**src/rtl/idx_alloc.sv**
```systemverilog
// Round-robin free-list allocator. Offers the next free entry (searching from a
// rotating pointer), accepts releases by encoded index, tracks occupancy, and
// pulses o_err one cycle after any illegal request.
module idx_alloc #(
  parameter int unsigned N = 16
) (
  input  logic                      clk,
  input  logic                      rst,
  input  logic                      i_alloc_vld,
  output logic                      o_alloc_rdy,
  output logic [$clog2(N)-1:0]      o_alloc_idx,
  input  logic                      i_free_vld,
  input  logic [$clog2(N)-1:0]      i_free_idx,
  output logic [N-1:0]              o_busy,
  output logic [$clog2(N+1)-1:0]    o_cnt,
  output logic                      o_full,
  output logic                      o_empty,
  output logic                      o_err
);

  localparam int unsigned W  = $clog2(N);
  localparam int unsigned CW = $clog2(N+1);

  logic [N-1:0]  busy_q, busy_d;
  logic [W-1:0]  ptr_q, ptr_d;
  logic [CW-1:0] cnt_q, cnt_d;
  logic          err_q, err_d;

  logic          offer_vld;
  logic [W-1:0]  offer_idx;
  logic [W-1:0]  cand;
  logic          alloc_ok, alloc_err, free_ok, free_err;

  // Offer search: descending loop so the smallest distance from ptr wins.
  always_comb begin
    offer_vld = 1'b0;
    offer_idx = '0;
    cand      = '0;
    for (int k = N - 1; k >= 0; k--) begin
      cand = ptr_q + W'(k);
      if (!busy_q[cand]) begin
        offer_vld = 1'b1;
        offer_idx = cand;
      end
    end
  end

  // Request legality and next-state computation.
  always_comb begin
    alloc_ok  = i_alloc_vld & offer_vld;
    alloc_err = i_alloc_vld & ~offer_vld;
    // Freeing an idle entry (including the one being allocated now) is a double free.
    free_ok   = i_free_vld & busy_q[i_free_idx];
    free_err  = i_free_vld & ~busy_q[i_free_idx];

    busy_d = busy_q;
    if (free_ok)  busy_d[i_free_idx] = 1'b0;
    if (alloc_ok) busy_d[offer_idx]  = 1'b1;

    ptr_d = alloc_ok ? offer_idx + W'(1) : ptr_q;
    cnt_d = cnt_q + CW'(alloc_ok) - CW'(free_ok);
    err_d = alloc_err | free_err;
  end

  // State registers with synchronous reset.
  always_ff @(posedge clk) begin
    if (rst) begin
      busy_q <= '0;
      ptr_q  <= '0;
      cnt_q  <= '0;
      err_q  <= 1'b0;
    end else begin
      busy_q <= busy_d;
      ptr_q  <= ptr_d;
      cnt_q  <= cnt_d;
      err_q  <= err_d;
    end
  end

  // Outputs derive from registered state only.
  always_comb begin
    o_alloc_rdy = offer_vld;
    o_alloc_idx = offer_idx;
    o_busy      = busy_q;
    o_cnt       = cnt_q;
    o_full      = (cnt_q == CW'(N));
    o_empty     = (cnt_q == '0);
    o_err       = err_q;
  end

endmodule

```
**config.mk**
```make
export PLATFORM = sky130hd
export DESIGN_NAME = idx_alloc
export DESIGN_NICKNAME = d
export VERILOG_FILES = /design/src/rtl/idx_alloc.sv
export SDC_FILE = /design/constraint.sdc
export NUM_CORES = 1
export LEC_CHECK = 0
export CORE_UTILIZATION = 35
export CTS_CLUSTER_DIAMETER = 150
export DETAILED_ROUTE_END_ITERATION = 16
export PLACE_DENSITY = 0.5
export SYNTH_ARGS = -nofsm -noshare
export SYNTH_HDL_FRONTEND = slang
export SYNTH_SLANG_ARGS = --single-unit
export TNS_END_PERCENT = 20
```
**constraint.sdc**
```tcl
create_clock -name clk -period 14.67 [get_ports clk]
set_input_delay 2.2005 -clock clk [delete_from_list [all_inputs] [get_ports clk]]
set_output_delay 2.2005 -clock clk [all_outputs]
set_load 0.005 [all_outputs]
```
==> impl_results.md <==
- CTS tree: yes
- Share of the synthesized area in the top cell type: 0.170
- P_leak: between 0.0015 and 0.002 uW
- Core Area: 10,500 um2
- Post-Synthesis Net Count: 439
- Vias: about 3,600
- Beginning of the critical path: ptr_q[0]$_SDFFE_PP0N_
- Initial core utilization: 0.366
- Number of global-route vias before repair: 3,506
- Worst hold stages: 2
- Hold WC Path Type: flop to flop
- Hpwl dp: about 9000 um
- Max Fclk: ~140 MHz
- # rows: 37
- Power per cell area: around 110 nW/um2
- R2r endpoint: o_cnt[4]$_SDFF_PP0_
- Max clock buf depth: 2
- Mapped Cells: slightly above 400
- Most common flop cell mapped by yosys: dfxtp_1
- Hold Fails Final Rpt: 0
- Kind of critical path: flop to primary output
- Setup TNS: 0 ns
- Largest net degree at the start of global routing: 31
- PortBufs: 36
- Global placer's final weighted congestion: 0.920
- Headroom to the max-slew limit: 0.339
- # resized after CTS: 0
- Clk sinks: 26
- Synth cell types: a little over 70
- FFs w/ async S/R, synth: 0
- Max_cap viols: 0
- Reg clk slew, reported paths: roughly 0.090 ns
- Seq/Total Area, Yosys: 0.135
- Total CTS buffers: 3
- Mapped cell area: roughly 3800 um2
- Final min period: 6.99 ns
- Post-layout util: 0.405
- Clock root buffer: clkbuf_8
- Syn. warnings: 0
- GRT Total Usage: 0.220
- Largest cells by area after synthesis: mux4_2 (17%), dfxtp_1 (14%), ha_1 (5.5%), mux2i_1 (5.5%), mux4_1 (4.8%)
- Worst-margin pin slew: just under 1 ns
- First-pass GRT wire length: ~19,000 um
- Worst-skew pair later-pin latency: 0.27 ns
- Final nets: around 460
- Synth Register Bits: 26
- Average cell area after synthesis: a little over 9 um2
- # IOs: 37
- Die W: 107 um
- Die H: around 110 um
- RR Startpoint: ptr_q[0]$_SDFFE_PP0N_
- # hold bufs at CTS: 0
- Antenna viol nets, final: 0
- Fillers: 1,053
- # H-tree levels: 1
- Postcts setup bufs: 0
- CP required: about 12 ns
- Data arrival time of the critical path: 4.79 ns
- Initial antenna violation count: 0
- Clock skew: around 0.0038 ns
- EDFF count, synth: 0
- Run status: finished, final reports clean
- Hold Path End: o_busy[9]$_SDFF_PP0_
- P&R area growth vs syn: 10.6%
- DRT iter0 DRCs: about 230
- Gr ovfl total: 0
- Setup slack, reg-to-reg: slightly above 9 ns
- Endpoint class of the critical path: primary output
- Commonest non-fill, non-tap cells in the layout: nand2_1 (36), clkdlybuf4s50_1 (36), a21oi_1 (30), o21ai_0 (30), mux4_2 (29)
- Dominant cell type by area after synthesis: mux4_2
- DRT Wirelength: 12,400 um
- Routed WL per cell: between 20 and 25 um
- Drt pass-1 iters: 4
- Proportion of layout cells with a drive suffix above 1: 0.170
- Worst R2R Path Depth: 19
- Number of diodes: 0
- Via/cell ratio: 6.36
- Setup crit start kind: flop
- Die area: 11,400 um2
- Unrepaired setup endpoints after global routing: false
- HP Start: o_busy[9]$_SDFF_PP0_
- Setup Viol. Count Final: 0
- Crit path max fanout: 30
- Peak VDD IR: about 0.074 mV
- Part of the cycle the worst path needs: 0.477
- Remaining DRCs: 0
- Count of pins over their slew limit: 0
## worst max-delay path by stage
| stage | endpoint | depth (start not counted) | slack (ns) |
|---|---|---|---|
| floorplan | o_alloc_idx[1] | 12 | 9.15 |
| CTS | o_alloc_idx[2] | 12 | 7.72 |
| finish | o_alloc_idx[2] | 12 | 7.68 |
| detailed placement | o_alloc_idx[2] | 12 | 8.07 |
| global placement | o_alloc_idx[2] | 12 | 8.05 |
| global route | o_alloc_idx[2] | 12 | 7.32 |
## kinds of logic (layout without fill, tap and decap cells)
kind of cell               Yosys count  count (layout)  share of synthesized area
and+or+nand+nor                    125             125                      0.165
AOI/OAI and AO/OA                  114             114                      0.207
muxes                               71              71                      0.315
buffers and inverters               42              65                     0.0751
DFF                                 26              26                      0.135
adders and majority gates           18              18                     0.0605
xor gates and xnor gates            17              17                     0.0426
## state kept, by name (all words and copies together) (netlist names)
signal  flops
o_busy     16
o_cnt       5
o_err       1
ptr_q       4
## critical path, stage by stage, from the launching register on
cell and delay (ns):
dfxtp_1 0.32, buf_4 0.37, inv_2 0.20, ha_1 0.74, mux4_2 0.65, mux2i_1 0.40, mux2i_1 0.36, nand3_1 0.20
o21ai_0 0.09, a22o_1 0.22, a41oi_2 0.16, buf_4 0.25, clkdlybuf4s50_1 0.54
## per-layer routing
metal,global-route usage,wire length (um),vias up
met3,0.0122,550,27
met5,0,0,-
met1,0.292,5450,1793
li1,-,-,1668
met4,0.0910,422,0
met2,0.371,5930,148
## cell usage after synthesis, types with 4 or more instances
cell	instances
a211oi_1	4
a21oi_1	30
a221oi_1	4
and2_1	4
and3_1	4
buf_4	4
buf_6	5
clkbuf_1	4
clkbuf_8	6
dfxtp_1	26
ha_1	17
inv_1	14
mux2_2	12
mux2i_1	21
mux4_1	7
mux4_2	29
nand2_1	36
nand2b_1	6
nand3_1	9
nand4_1	10
nor2_1	21
nor2b_1	4
nor3_1	10
o211ai_1	4
o21ai_0	30
o22ai_1	7
or3_1	12
xnor2_1	11
xor2_1	4
## cell type report
type                    count  area [um2]  share of cell area
well taps                 136         170              0.0400
multi-input cells         345        3040               0.714
inverters                  19        71.3              0.0168
flip-flops and latches     26         520               0.122
clock buffers               3        41.3             0.00971
repair buffers             43         413              0.0971
## power breakdown
| group | leakage (uW) | switching [uW] | internal (uW) |
|---|---|---|---|
| Combinational | 0.00128 | 180 | 140 |
| Clock | 0.0000216 | 22.1 | 18.4 |
| Sequential | 0.000212 | 15.0 | 79.9 |
## metrics by stage
stage	setup WS [ns]	cell area, um2	total power [uW]	instances	hold slack, ns
2_1_floorplan	9.15	3850	335	413	0.531
3_3_place_gp	8.05	4210	415	569	0.602
4_1_cts	7.72	4250	453	572	0.618
5_1_grt	7.32	4250	486	572	0.660
3_5_place_dp	8.07	4210	412	569	0.605
6_report	7.68	4250	455	572	0.621
(Power assumes the default switching activity.)
